$ cat config.mk
export PLATFORM = sky130hd
export DESIGN_NAME = alu_sequencer
export DESIGN_NICKNAME = d
export VERILOG_FILES = /design/src/rtl/alu_sequencer.sv
export SDC_FILE = /design/constraint.sdc
export NUM_CORES = 1
export LEC_CHECK = 0
export BUFFER_PORTS_ARGS = -buffer_cell sky130_fd_sc_hd__buf_2
export CAP_MARGIN = 20
export CELL_PAD_IN_SITES_DETAIL_PLACEMENT = 2
export CELL_PAD_IN_SITES_GLOBAL_PLACEMENT = 2
export CORE_MARGIN = 4
export CORE_UTILIZATION = 30
export DETAILED_ROUTE_END_ITERATION = 10
export PLACE_DENSITY_LB_ADDON = 0.2
export SKIP_LAST_GASP = 1
export SLEW_MARGIN = 20
export SYNTH_ARGS = -nofsm -noshare
export SYNTH_HDL_FRONTEND = slang
export SYNTH_SLANG_ARGS = --single-unit
$ cat constraint.sdc
create_clock -name clk -period 3.28 [get_ports clk]
set_input_delay 0.492 -clock clk [delete_from_list [all_inputs] [get_ports clk]]
set_output_delay 0.492 -clock clk [all_outputs]
set_load 0.05 [all_outputs]
$ cat src/rtl/alu_sequencer.sv
// Sequences one operation at a time through an external 32-bit ALU: decode, execute, hold response.
// Optional completed-response counter on op_cnt enabled by defining ALU_SEQUENCER_OPCNT_EN.
module alu_sequencer (
  input  logic        clk,
  input  logic        rst_n,
  input  logic        req_valid,
  output logic        req_ready,
  input  logic [1:0]  alu_op,
  input  logic [5:0]  funct,
  input  logic [31:0] op_a,
  input  logic [31:0] op_b,
  output logic [31:0] alu_src1,
  output logic [31:0] alu_src2,
  output logic [3:0]  alu_ctrl,
  input  logic [31:0] alu_result,
  input  logic        alu_zero,
  input  logic        alu_cout,
  input  logic        alu_overflow,
  output logic        rsp_valid,
  input  logic        rsp_ready,
  output logic [31:0] rsp_result,
  output logic        rsp_zero,
  output logic        rsp_cout,
  output logic        rsp_overflow,
  output logic        rsp_illegal,
  output logic [15:0] op_cnt
);

  typedef enum logic [1:0] {
    IDLE = 2'd0,
    EXEC = 2'd1,
    RESP = 2'd2
  } state_e;

  state_e      state_q, state_d;
  logic [31:0] alu_src1_q, alu_src1_d;
  logic [31:0] alu_src2_q, alu_src2_d;
  logic [3:0]  alu_ctrl_q, alu_ctrl_d;
  logic [31:0] rsp_result_q, rsp_result_d;
  logic        rsp_zero_q, rsp_zero_d;
  logic        rsp_cout_q, rsp_cout_d;
  logic        rsp_overflow_q, rsp_overflow_d;
  logic        rsp_illegal_q, rsp_illegal_d;

  logic        dec_legal;
  logic [3:0]  dec_ctrl;
  logic        rsp_hs;

  // NOTE: every signal assigned in an always_comb gets a default first; a path
  // that leaves one unassigned would infer a latch.
  always_comb begin
    dec_legal = 1'b1;
    dec_ctrl  = 4'b0000;
    unique case (alu_op)
      2'b00: dec_ctrl = 4'b0010;
      2'b01: dec_ctrl = 4'b0110;
      2'b10: begin
        unique case (funct)
          6'b100000: dec_ctrl = 4'b0010;
          6'b100010: dec_ctrl = 4'b0110;
          6'b100100: dec_ctrl = 4'b0000;
          6'b100101: dec_ctrl = 4'b0001;
          6'b100111: dec_ctrl = 4'b1100;
          6'b101010: dec_ctrl = 4'b0111;
          default:   dec_legal = 1'b0;
        endcase
      end
      default: dec_legal = 1'b0;
    endcase
  end

  always_comb begin
    state_d        = state_q;
    alu_src1_d     = alu_src1_q;
    alu_src2_d     = alu_src2_q;
    alu_ctrl_d     = alu_ctrl_q;
    rsp_result_d   = rsp_result_q;
    rsp_zero_d     = rsp_zero_q;
    rsp_cout_d     = rsp_cout_q;
    rsp_overflow_d = rsp_overflow_q;
    rsp_illegal_d  = rsp_illegal_q;
    unique case (state_q)
      IDLE: begin
        if (req_valid) begin
          if (dec_legal) begin
            alu_src1_d = op_a;
            alu_src2_d = op_b;
            alu_ctrl_d = dec_ctrl;
            state_d    = EXEC;
          end else begin
            // Illegal ops skip the ALU and leave its drive untouched.
            rsp_result_d   = '0;
            rsp_zero_d     = 1'b0;
            rsp_cout_d     = 1'b0;
            rsp_overflow_d = 1'b0;
            rsp_illegal_d  = 1'b1;
            state_d        = RESP;
          end
        end
      end
      EXEC: begin
        rsp_result_d   = alu_result;
        rsp_zero_d     = alu_zero;
        rsp_cout_d     = alu_cout;
        rsp_overflow_d = alu_overflow;
        rsp_illegal_d  = 1'b0;
        state_d        = RESP;
      end
      RESP: begin
        if (rsp_ready) state_d = IDLE;
      end
      default: state_d = IDLE;
    endcase
  end

  // NOTE: sequential state uses non-blocking assignments so every flop samples
  // pre-edge values regardless of statement order.
  always_ff @(posedge clk or negedge rst_n) begin
    if (!rst_n) begin
      state_q        <= IDLE;
      alu_src1_q     <= '0;
      alu_src2_q     <= '0;
      alu_ctrl_q     <= '0;
      rsp_result_q   <= '0;
      rsp_zero_q     <= 1'b0;
      rsp_cout_q     <= 1'b0;
      rsp_overflow_q <= 1'b0;
      rsp_illegal_q  <= 1'b0;
    end else begin
      state_q        <= state_d;
      alu_src1_q     <= alu_src1_d;
      alu_src2_q     <= alu_src2_d;
      alu_ctrl_q     <= alu_ctrl_d;
      rsp_result_q   <= rsp_result_d;
      rsp_zero_q     <= rsp_zero_d;
      rsp_cout_q     <= rsp_cout_d;
      rsp_overflow_q <= rsp_overflow_d;
      rsp_illegal_q  <= rsp_illegal_d;
    end
  end

  assign rsp_hs = (state_q == RESP) && rsp_ready;

`ifdef ALU_SEQUENCER_OPCNT_EN
  logic [15:0] op_cnt_q, op_cnt_d;

  always_comb begin
    op_cnt_d = op_cnt_q;
    if (rsp_hs) op_cnt_d = op_cnt_q + 16'd1;
  end

  always_ff @(posedge clk or negedge rst_n) begin
    if (!rst_n) op_cnt_q <= '0;
    else        op_cnt_q <= op_cnt_d;
  end

  assign op_cnt = op_cnt_q;
`else
  logic unused_hs;
  assign unused_hs = rsp_hs;
  assign op_cnt    = '0;
`endif

  // Gate with rst_n so the handshake is refused while reset is held.
  assign req_ready    = (state_q == IDLE) && rst_n;
  assign rsp_valid    = (state_q == RESP);
  assign alu_src1     = alu_src1_q;
  assign alu_src2     = alu_src2_q;
  assign alu_ctrl     = alu_ctrl_q;
  assign rsp_result   = rsp_result_q;
  assign rsp_zero     = rsp_zero_q;
  assign rsp_cout     = rsp_cout_q;
  assign rsp_overflow = rsp_overflow_q;
  assign rsp_illegal  = rsp_illegal_q;

endmodule

== Yosys cells after proc, flatten, opt, wreduce, memory -nomap -nowiden ==
Cells that the tools add are included.
W data, S select, Z words.

* Muxes and demuxes: 19
* Equality and inequality tests: 13
* Reductions and logical operators: 9

{| class="wikitable"
|+ Operators by type and width
! operator !! number
|-
| $mux W32 || 2
|-
| $pmux W32 S2 || 1
|-
| $eq A6 B6 Y1 const B || 6
|-
| $pmux W4 S5 || 1
|-
| $pmux W4 S3 || 1
|-
| $pmux W1 S2 || 5
|-
| $mux W2 || 3
|-
| $pmux W2 S3 || 1
|-
| $reduce_and A3 Y1 || 2
|-
| $reduce_or A6 Y1 || 1
|-
| $mux W1 || 5
|-
| $eq A2 B1 Y1 const B || 2
|-
| $eq A2 B2 Y1 const B || 2
|-
| $logic_not A2 Y1 || 2
|-
| $ne A2 B2 Y1 const B || 2
|-
| $ne A2 B1 Y1 const B || 1
|-
| $reduce_and A2 Y1 || 1
|-
| $reduce_bool A2 Y1 || 1
|-
| $reduce_or A2 Y1 || 1
|-
| $logic_and A1 B1 Y1 || 1
|}

* Register bits after elaboration: 106
* Output and inout port bits: 122
* Word-level logic and storage cells: 50

== Longest topological paths before layout ==
Gate-level depths: netlist of the first run.

* Depth after elaboration: 7
* Mapped depth: 6

== Least setup slack after synthesis of the first run ==
No wires, ideal clock.

* Path kind: reg2out
* From: register state_q[1]
* To: output rsp_valid
* Arrival time: 1,658 ps
* Buffers on the path: 2
* Setup slack: 1,130 ps
* Stages on the path, launching flop included: 4
* Required time: 2,788 ps
* Cell sequence: dfrtp_1 -> clkbuf_1 -> clkbuf_1 -> nor2b_1

* Word-level cells in the longest chain between the ends: 1

{| class="wikitable"
|+ Ends and longest elaborated chain
! element !! RTL line !! RTL
|-
| start, declared || 35 || <nowiki>state_e state_q, state_d;</nowiki>
|-
| start signal, assigned || 130 || <nowiki>state_q <= state_d;</nowiki>
|-
| $eq A2 B2 Y1 || 166 || <nowiki>assign rsp_valid = (state_q == RESP);</nowiki>
|-
| end, declared || 19 || <nowiki>output logic rsp_valid,</nowiki>
|}

Every way passes these cells.

== Final worst setup path of the first run ==
* From: register state_q[0]
* To: output req_ready

* Word-level cells in the longest chain between the ends: 2

{| class="wikitable"
|+ Ends and longest elaborated chain
! element !! RTL line !! RTL
|-
| $logic_not A2 Y1 || 165 || <nowiki>assign req_ready = (state_q == IDLE) && rst_n;</nowiki>
|-
| $logic_and A1 B1 Y1 || 165 ||
|-
| end, declared || 7 || <nowiki>output logic req_ready,</nowiki>
|}

Every way passes these cells.

==> results of run 1 <==
==> placed cells by master (no fill, tap or decap), drive strengths merged, types with 2 or more instances in the layout <==
master,synthesis,layout
a22oi,35,35
buf,23,222
bufinv,0,2
clkbuf,15,12
clkinvlp,0,2
conb,1,16
dfrtp,106,106
inv,5,5
mux2,67,67
nand2,3,3
nand2b,37,37
nor2,2,2
nor2b,5,5
nor3,2,2
o21ai,37,37
==> layout make-up <==
cell class                      count  area (um^2)  area share [%]
Inverter                            5         18.8           0.308
Timing Repair Buffer              222         1140            18.7
Multi-Input combinational cell    218         1730            28.4
Clock inverter                      4         75.1            1.23
Clock buffer                       12          246            4.05
Sequential cell                   106         2650            43.5
Tap cell                          184          230            3.78
==> state kept, by name, indices dropped and copies added (netlist names) <==
| name | count |
|---|---|
| rsp_zero | 1 |
| rsp_illegal | 1 |
| alu_src2 | 32 |
| state_q | 2 |
| alu_src1 | 32 |
| rsp_overflow | 1 |
| rsp_cout | 1 |
| rsp_result | 32 |
| alu_ctrl | 4 |
==> worst max-delay path, cell delays in order (launching register included) <==
cell and delay, ns:
dfrtp_1 0.36, buf_4 0.24, nor2_1 0.34, and2_1 0.18
buf_2 0.27
==> logic make-up (layout without fill, tap and decap cells) <==
kind of cell / Yosys count / in the layout / synth area share (%)
and+or+nand+nor: 53 / 53 / 7.10
other: 1 / 16 / 0.0824
muxes: 68 / 68 / 17.6
buffers and inverters: 43 / 243 / 5.25
AOI/OAI and AO/OA: 81 / 81 / 11.6
DFF: 106 / 106 / 58.3
==> through the flow <==
stage,hold WS (ns),util [%]
floorplan,0.196,-
global placement,0.476,39.3
detailed placement,0.480,39.3
CTS,0.0916,41.4
global route,0.111,41.4
finish,0.0872,41.4
==> report_power, final <==
group | internal, mW | switching, mW
Sequential | 1.96 | 0.386
Clock | 0.691 | 0.495
Combinational | 1.14 | 3.24
==> per-layer routing <==
layer	global-route usage [%]	share of wire (%)
met5	0	0.14
met4	4.90	1.4
met3	7.76	9.6
met2	27.9	49
met1	19.9	40
==> path summary, 6_finish.rpt <==
check                                        start                    endpoint  slack [ns]  depth (start not counted)
max                         state_q[0]$_DFFE_PN0P_                   req_ready        1.04                          4
min                                          rst_n  rsp_result[10]$_DFFE_PN0P_        0.09                          1
max reg2reg                 state_q[0]$_DFFE_PN0P_    alu_src2[15]$_DFFE_PN0P_        1.40                          5
min reg2reg                alu_src1[0]$_DFFE_PN0P_     alu_src1[0]$_DFFE_PN0P_        0.50                          1
max in group asynchronous                    rst_n     alu_src2[9]$_DFFE_PN0P_        1.85                          2
min in group clk                           op_a[3]     alu_src1[3]$_DFFE_PN0P_        0.37                          2
==> metrics.md, run 1 <==
| Metric | Value |
|---|---|
| Synth cell count leaders | 106 x dfrtp_1, 57 x mux2_2, 37 x nand2b_1, 37 x o21ai_0, 35 x a22oi_1 |
| Max-slew violation count | 0 |
| Final Critical Period | 2.24 ns |
| Cells after Synth | 352 |
| Fraction of layout cells with a size suffix above 1 | a little over half |
| Actual slew at the worst max-slew pin | around 0.97 ns |
| Number of synthesized flops with an enable pin | 0 |
| ANT cells | 0 |
| Cts hold-fix bufs | 0 |
| Global-route wire length before repair | 23200 um |
| Core area | 14700 um^2 |
| Skew-Pair Late Insertion Delay | around 0.35 ns |
| Via Count | 3613 |
| Setup TNS | 0 ns |
| Clock sinks | roughly 110 |
| Min-delay worst type | input pin to async pin |
| Most numerous cell in the Yosys netlist | dfrtp_1 |
| Mapped Area | between 4000 and 5000 um^2 |
| Vias per cell | just under 5 |
| Postcts setup bufs | 0 |
| I/O Buffers | around 220 |
| Post-route ant nets | 0 |
| Synth area leaders | dfrtp_1 58%, mux2_2 14%, a22oi_1 5.8% |
| CP arrival | around 1.8 ns |
| Yosys reg bits | ~110 |
| Placement Rows | 44 |
| Yosys Warn Count | 0 |
| Status | completed |
| Post-synth top area cell | dfrtp_1 |
| GP Congestion | between 0.7 and 0.8 |
| Post-synth top flop | dfrtp_1 |
| Reg clk slew, reported paths | approximately 0.07 ns |
| P&R area growth vs syn | 33.9% |
| CP Class | flop to primary output |
| Die ar. | roughly 17000 um^2 |
| Num CTS Buffers | 9 |
| Antenna violations before repair | 1 |
| Number of DRC markers in iteration 0 | roughly 150 |
| Die X | roughly 130 um |
| Post-route cell area | 6090 um^2 |
| DR WL/cell | roughly 19 um |
| Endpoints failing hold | 0 |
| RSZ-0062 raised after global routing | no |
| Setup violators final | 0 |
| PD cells | 1300 nW/um^2 |
| Hpwl dp | ~10000 um |
| Final cycle utilization of the critical path | 68.3% |
| Placed Area | 5770 um^2 |
| Nature of the critical path startpoint | flop |
| Wirelength, routed | ~14000 um |
| Share of the synthesized area in the top cell type | approximately three fifths |
| Maximum VDD drop | roughly 550 uV |
| Worst Clk Skew | roughly 0.0070 ns |
| DP Cell Count | about 740 |
| TritonCTS clock tree | done |
| All-Layer GR Usage | roughly 17% |
| Critical Path RT | approximately 2.8 ns |
| Largest net degree at the start of global routing | 75 |
| Final worst slack | slightly above 1 ns |
| CP endpoint kind | primary output |
| Total grt overflow | 0 |
| Post_cts resized | 0 |
| Die Y | approximately 130 um |
| P_leak | 3.01 nW |
| Depth of the CTS H-tree | 3 |
| Sequential area share after synthesis | 58.3% |
| Deepest clock path buffer count | 2 |
| Synth cell types | 31 |
| Initial core utilization | 30.9% |
| Maximum fanout along the worst path | 40 |
| Fill count | roughly 1.5k |
| Boundary Pins | ~230 |
| Pre-Repair DR Iteration Count | 4 |
| Max_cap viols | 0 |
| Slew Limit Headroom | 35.3% |
| Number of global-route vias before repair | 4114 |
| Root buf cell | clkbuf_16 |
| Maximum clock rate | approximately 450 MHz |
| DRC | 0 |
| Layout Nets | 673 |
| Dpl ws | roughly 1.2 ns |
| Tot Pwr | 7.92 mW |
| Fraction of registers with async set/reset | 100% |
| Non-Filler Instances | ~750 |
| Avg Synthesized Cell Area | about 13 um^2 |
(Power assumes the default switching activity.)
==> run 2: changes to the inputs <==
Settings changed: ABC_AREA set to 1, CORE_UTILIZATION 30 to 21.
Clock period 3.28 ns to 1.8 ns, I/O delays scaled along.
==> run 2 against run 1 <==
  * Die area up 32%
  * First-iteration DRC count down 29%
  * Count of clock-buffer cells in the layout down 3
  * Sequential cell count unchanged
  * Clock power up 71%
  * Non-clock buffer count up 1
  * Power up 30%
  * Routed wire length up 7.0%
  * Register-to-register slack worse by 1.2 ns
  * Sequential share of layout area up 1.0 points
  * Synthesized cell count up 43%
  * Clock skew up 0.0012 ns
==> metrics.md, run 2 <==
| Metric | Value |
|---|---|
| Tot Pwr | 10.3 mW (was 7.92 mW) |
| Initial core utilization | 21.7% (was 30.9%) |
| Skew-Pair Late Insertion Delay | 0.35 ns (about the same) |
| Number of synthesized flops with an enable pin | 0 (unchanged) |
| Finished Core Util | 30.1% (was 41.4%) |
| ANT cells | 0 (unchanged) |
| Min-delay worst type | input pin to async pin (unchanged) |
| Yosys reg bits | 106 (unchanged) |
| Pre-Repair DR Iteration Count | 4 (unchanged) |
| Final Critical Period | 1.61 ns |
| TritonCTS clock tree | done (unchanged) |
| DP Cell Count | 969 (was 735) |
| Multiplexer share of the synthesized area | 0% (was 17.6%) |
| Complex-gate fraction of the synthesized area | 0.935% (was 11.6%) |
| Maximum VDD drop | 476 uV (was 551 uV) |
| Post-synth top flop | dfrtp_1 (unchanged) |
| RSZ-0062 raised after global routing | no (unchanged) |
| Maximum clock rate | between 600 and 700 MHz |
| Final cycle utilization of the critical path | roughly 89% |
| Placement Rows | 51 (was 44) |
| Area share of fa/ha/maj cells after synthesis | 0% (unchanged) |
| Critical Path RT | 1.53 ns (was 2.79 ns) |
| Synth area leaders | dfrtp_1 62%, nand2_1 27%, buf_4 3.9% (was dfrtp_1 58%, mux2_2 14%, a22oi_1 5.8%) |
| Most numerous cell in the Yosys netlist | nand2_1 (was dfrtp_1) |
| Clock sinks | 106 (unchanged) |
| All-Layer GR Usage | 13.5% (was 16.9%) |
| Global-route wire length before repair | 24100 um (was 23200 um) |
| Max-slew violation count | 0 (unchanged) |
| Nature of the critical path startpoint | flop (unchanged) |
| Fraction of layout cells with a size suffix above 1 | 34.0% (was 54.3%) |
| P&R area growth vs syn | 39.1% (was 33.9%) |
| Max_cap viols | 0 (unchanged) |
| Mapped Area | 4280 um^2 (was 4550 um^2) |
| Actual slew at the worst max-slew pin | 0.587 ns (was 0.970 ns) |
| Simple-Gate Fraction of Synth Area | 30.5% (was 7.10%) |
| Fraction of registers with async set/reset | 100% (unchanged) |
| Min Hold Slack | 0.0116 ns (was 0.0872 ns) |
| Root buf cell | clkbuf_16 (unchanged) |
| Slew Limit Headroom | 60.9% (was 35.3%) |
| Most frequent cells in the layout | 311 x nand2_1, 214 x buf_2, 106 x dfrtp_1, 16 x conb_1 (was 215 x buf_2, 106 x dfrtp_1, 57 x mux2_2, 37 x nand2b_1, 37 x o21ai_0) |
| Num CTS Buffers | 9 (unchanged) |
| Commonest non-fill, non-tap cell in the layout | nand2_1 (was buf_2) |
| Cells after Synth | 503 (was 352) |
| CP arrival | 1.34 ns (was 1.75 ns) |
| Layout Nets | 827 (was 673) |
| Postcts setup bufs | 0 (unchanged) |
| DRC | 0 (unchanged) |
| Synth cell count leaders | 311 x nand2_1, 106 x dfrtp_1, 22 x buf_4, 15 x nor2_1, 13 x inv_1 (was 106 x dfrtp_1, 57 x mux2_2, 37 x nand2b_1, 37 x o21ai_0, 35 x a22oi_1) |
| Dpl ws | 0.0322 ns (was 1.16 ns) |
| Total grt overflow | 0 (unchanged) |
| GP Congestion | 0.720 (was 0.703) |
| Maximum fanout along the worst path | 5 (was 40) |
| Wirelength, routed | 15500 um (was 14500 um) |
| Die ar. | 22700 um^2 (was 17200 um^2) |
| Worst Clk Skew | 0.00819 ns (was 0.00698 ns) |
| Antenna violations before repair | 5 (was 1) |
| Via Count | 4032 (was 3613) |
| Hpwl dp | 11200 um (was 10400 um) |
| Setup violators final | 0 (unchanged) |
| CP endpoint kind | primary output (unchanged) |
| Boundary Pins | 233 (unchanged) |
| P_leak | 3.55 nW (was 3.01 nW) |
| Placed Area | 5630 um^2 (was 5770 um^2) |
| Sequential area share after synthesis | 61.9% (was 58.3%) |
| Setup TNS | 0 ns (unchanged) |
| Core area | 19800 um^2 (was 14700 um^2) |
| Synth cell types | 18 (was 31) |
| Depth of the CTS H-tree | 3 (unchanged) |
| Vias per cell | 4.09 (was 4.81) |
| Deepest clock path buffer count | 2 (unchanged) |
| Die Y | 151 um (was 131 um) |
| Non-Filler Instances | 986 (was 751) |
| PD cells | 1730 nW/um^2 (was 1300 nW/um^2) |
| Largest net degree at the start of global routing | 107 (was 75) |
| Post-route cell area | 5960 um^2 (was 6090 um^2) |
| Status | completed (unchanged) |
| Endpoints failing hold | 0 (unchanged) |
| I/O Buffers | 216 (unchanged) |
| CP Class | flop to primary output (unchanged) |
| Number of DRC markers in iteration 0 | 103 (was 145) |
| DR WL/cell | 15.7 um (was 19.2 um) |
| Yosys Warn Count | 0 (unchanged) |
| Post-route ant nets | 0 (unchanged) |
| Number of global-route vias before repair | 4640 (was 4114) |
| Main combinational cell family by area after synthesis | simple AND/OR/NAND/NOR gates (was multiplexers) |
| Reg clk slew, reported paths | 0.08 ns (was 0.07 ns) |
| Post-synth top area cell | dfrtp_1 (unchanged) |
| Avg Synthesized Cell Area | 8.51 um^2 (was 12.9 um^2) |
| Synth Area in XOR/XNOR | 0% (unchanged) |
| Die X | 151 um (was 131 um) |
| Final worst slack | 0.191 ns (was 1.04 ns) |
| Share of the synthesized area in the top cell type | 61.9% (was 58.3%) |
## run 2: cell count changes after synthesis, sizes merged, moves of 3 or more
cell / change
nand2: +309
mux2: -67
a22oi: -35
nor2b: -5
nand2b: -37
nand4: +3
o21ai: -31
buf: +6
inv: +9
clkbuf: -8
nand3: +6
nor2: +13
## run 2: critical path, stage by stage, from the launching register on
cell	delay [ns]
dfrtp_1	0.39
inv_1	0.14
nand2_1	0.12
nor2_1	0.12
buf_4	0.22
## run 2: kinds of logic after synthesis
kind of cell           Yosys count
flip-flops                     106
AO/OA/AOI/OAI                    8
other                            1
buffers and inverters           50
AND/OR/NAND/NOR                338
## run 2: timing repair
action,4_1_cts,5_1_grt
hold buffers,0,0
endpoints found under the setup margin,0,54
hold endpoints to repair,0,0
resized for setup,0,3
## run 2: power breakdown
group	switching [mW]	internal (mW)	leakage, nW
registers	0.406	3.11	1.36
logic	3.76	0.961	2.04
clock network	0.948	1.09	0.151
## run 2: worst paths after layout
check	from	end	slack (ns)	cells after the start
max	state_q[0]$_DFFE_PN0P_	req_ready	0.19	4
min	rst_n	alu_src2[23]$_DFFE_PN0P_	0.01	2
max reg2reg	state_q[0]$_DFFE_PN0P_	alu_src2[30]$_DFFE_PN0P_	0.24	8
min reg2reg	rsp_result[27]$_DFFE_PN0P_	rsp_result[27]$_DFFE_PN0P_	0.47	2
max in group asynchronous	rst_n	alu_src2[6]$_DFFE_PN0P_	1.36	2
min in group clk	rsp_ready	state_q[1]$_DFFE_PN0P_	0.11	2
## run 2: final cells by class
type,instances,area (um^2)
multi-input combinational,362,1410
timing repair buffer,223,1210
clock buffer,9,225
clock inverter,7,75.1
sequential,106,2650
fill,2345,13800
inverter,14,52.6
tap,265,332
## run 2: per-layer routing
metal / wire, um / track usage, %
met3: 1540 / 6.28
met1: 6200 / 14.9
met5: 55 / 0
met4: 168 / 2.90
met2: 7500 / 23.8
==> run 3: changes to the inputs <==
Settings changed: CELL_PAD_IN_SITES_DETAIL_PLACEMENT 2 to 0, CELL_PAD_IN_SITES_GLOBAL_PLACEMENT 2 to 1, CORE_UTILIZATION 21 to 28.
==> run 3 against run 2 <==
  * Core utilization up 9.7 points
  * Setup slack worse by 0.093 ns
  * Power up 1.2%
  * Global-route usage up 0.91 points
  * Fmax down 5.4%
  * Worst hold slack better by 0.094 ns
  * Via count down 4.9%
  * Combinational power down 2%
  * Critical path type is now input pin to primary output
  * Largest cell class unchanged
  * Highest routed layer unchanged
==> metrics.md, run 3 (same netlist as run 2, synthesis figures left out) <==
| Metric | Value |
|---|---|
| Final cycle utilization of the critical path | 94.5% (was 89.4%) |
| Critical path buffers and inverters | 4 (was 2) |
| Max_cap viols | 0 (unchanged) |
| Max-slew violation count | 0 (unchanged) |
| Worst path depth | 5 (was 4) |
| Final Critical Period | 1.70 ns (was 1.61 ns) |
| Tot Pwr | 10.4 mW (was 10.3 mW) |
| Initial core utilization | 29.0% (was 21.7%) |
| Reg2reg path depth | 8 (unchanged) |
| Post-route ant nets | 0 (unchanged) |
| TritonCTS clock tree | done (unchanged) |
| Worst Clk Skew | 0.00879 ns (was 0.00819 ns) |
| Postcts setup bufs | 0 (unchanged) |
| Min-delay worst type | input pin to flop (was input pin to async pin) |
| Maximum fanout along the worst path | 3 (was 5) |
| Total grt overflow | 0 (unchanged) |
| Layout Nets | 828 (was 827) |
| Hpwl dp | 8930 um (was 11200 um) |
| Fraction of layout cells with a size suffix above 1 | 33.5% (was 34.0%) |
| Post-route cell area | 5880 um^2 (was 5960 um^2) |
| Die Y | 132 um (was 151 um) |
| Setup violators final | 0 (unchanged) |
| P&R area growth vs syn | 37.3% (was 39.1%) |
| Setup TNS | 0 ns (unchanged) |
| DR WL/cell | 13.5 um (was 15.7 um) |
| Largest net degree at the start of global routing | 73 (was 107) |
| RSZ-0062 raised after global routing | no (unchanged) |
| Core area | 14800 um^2 (was 19800 um^2) |
| DRC | 0 (unchanged) |
| WHS Path Cells | 2 |
| Root buf cell | clkbuf_16 (unchanged) |
| GP Congestion | 0.769 (was 0.720) |
| P_leak | 3.56 nW (was 3.55 nW) |
| Antenna violations before repair | 3 (was 5) |
| Maximum clock rate | 588 MHz (was 621 MHz) |
| CP arrival | 1.43 ns (was 1.34 ns) |
| Critical Path RT | 1.53 ns (about the same) |
| CP endpoint kind | primary output (unchanged) |
| Depth of the CTS H-tree | 3 (unchanged) |
| Skew-Pair Late Insertion Delay | 0.35 ns (about the same) |
| Placed Area | 5520 um^2 (was 5630 um^2) |
| Maximum VDD drop | 998 uV (was 476 uV) |
| Die ar. | 17300 um^2 (was 22700 um^2) |
| Pre-Repair DR Iteration Count | 5 (was 4) |
| PD cells | 1770 nW/um^2 (was 1730 nW/um^2) |
| Commonest non-fill, non-tap cell in the layout | nand2_1 (unchanged) |
| I/O Buffers | 216 (unchanged) |
| Slew Limit Headroom | 40.3% (was 60.9%) |
| CP Class | input pin to primary output (was flop to primary output) |
| Endpoints failing hold | 0 (unchanged) |
| Vias per cell | 4.23 (was 4.09) |
| Top Family by Delay on Critical Path | buffers and inverters (was flip-flops) |
| Global-route wire length before repair | 20300 um (was 24100 um) |
| Wirelength, routed | 12200 um (was 15500 um) |
| Number of DRC markers in iteration 0 | 164 (was 103) |
| Die X | 132 um (was 151 um) |
| Crit path max-delay cell type | dlygate4sd3_1 (was dfrtp_1) |
| Status | completed (unchanged) |
| Most frequent cells in the layout | 311 x nand2_1, 214 x buf_2, 106 x dfrtp_1, 16 x conb_1, 14 x nor2_1 (was 311 x nand2_1, 214 x buf_2, 106 x dfrtp_1, 16 x conb_1) |
| Finished Core Util | 39.8% (was 30.1%) |
| Min Hold Slack | 0.106 ns (was 0.0116 ns) |
| All-Layer GR Usage | 14.4% (was 13.5%) |
| Reg clk slew, reported paths | 0.06 ns (was 0.08 ns) |
| Critical path cell sequence | dlygate4sd3_1 > buf_4 > inv_1 > nor2_1 > clkbuf_4 (was inv_1 > nand2_1 > nor2_1 > buf_4) |
| Clock sinks | 106 (unchanged) |
| Via Count | 3834 (was 4032) |
| Actual slew at the worst max-slew pin | 0.896 ns (was 0.587 ns) |
| Number of global-route vias before repair | 3785 (was 4640) |
| Boundary Pins | 233 (unchanged) |
| Num CTS Buffers | 9 (unchanged) |
| Deepest clock path buffer count | 2 (unchanged) |
| Nature of the critical path startpoint | input pin (was flop) |
| Placement Rows | 44 (was 51) |
| Worst path max stage delay | 0.57 ns (was 0.39 ns) |
[run 3: cell count changes in the layout (fill, tap and decap cells not counted), sizes merged]
| cell | change |
|---|---|
| dlygate4sd3 | +1 |
| inv | -3 |
| clkinv | -2 |
| clkbuf | +3 |
| bufinv | +2 |
| diode | +1 |
[run 3: final timing paths]
path | startpoint | end | slack [ns]
min reg2reg | rsp_result[11]$_DFFE_PN0P_ | rsp_result[11]$_DFFE_PN0P_ | 0.47
min | rsp_ready | state_q[1]$_DFFE_PN0P_ | 0.11
min in group asynchronous | rst_n | alu_ctrl[3]$_DFFE_PN0P_ | 0.59
max reg2reg | state_q[0]$_DFFE_PN0P_ | alu_src1[25]$_DFFE_PN0P_ | 0.32
max in group asynchronous | rst_n | rsp_result[1]$_DFFE_PN0P_ | 0.45
max | rst_n | req_ready | 0.1
[run 3: stage by stage]
step                      setup slack, ns  std cells
after floorplan                     0.347        518
after global placement              0.207        889
after detailed placement            0.175        889
after CTS                          0.0506        906
after global routing               0.0237        907
final                              0.0983        907
[run 3: timing repair]
item	4_1_cts	5_1_grt
hold buffers	1	0
endpoints found under the setup margin	0	1
resized for setup	0	1
hold endpoints to repair	22	0
[run 3: metal layers]
layer | routed length, um | vias to the layer above | GRT usage, %
met5 | 27 | - | 0
met4 | 164 | 4 | 3.91
met3 | 1290 | 18 | 7.61
met2 | 5250 | 168 | 20.9
met1 | 5470 | 1731 | 18.9
li1 | - | 1913 | -
[run 3: final cells by class]
class / instances / area, um^2
clock inverter: 4 / 98.8
tap: 184 / 230
clock buffer: 12 / 246
inverter: 14 / 52.6
antenna: 1 / 2.50
sequential: 106 / 2650
multi-input combinational: 362 / 1410
fill: 1539 / 8870
timing repair buffer: 224 / 1190
[run 3: where the power goes]
part           internal, mW  switching (mW)  leakage [nW]
registers              3.11           0.383          1.36
clock network          1.40           0.871         0.167
logic                 0.950            3.68          2.03
[run 3: worst register-to-register path: stages, from the launching register on]
cell	delay, ns
dfrtp_1	0.38
inv_1	0.14
nand2_1	0.09
nor2_1	0.17
nand3_4	0.11
inv_2	0.13
buf_12	0.22
nand2_1	0.11
nand2_1	0.07
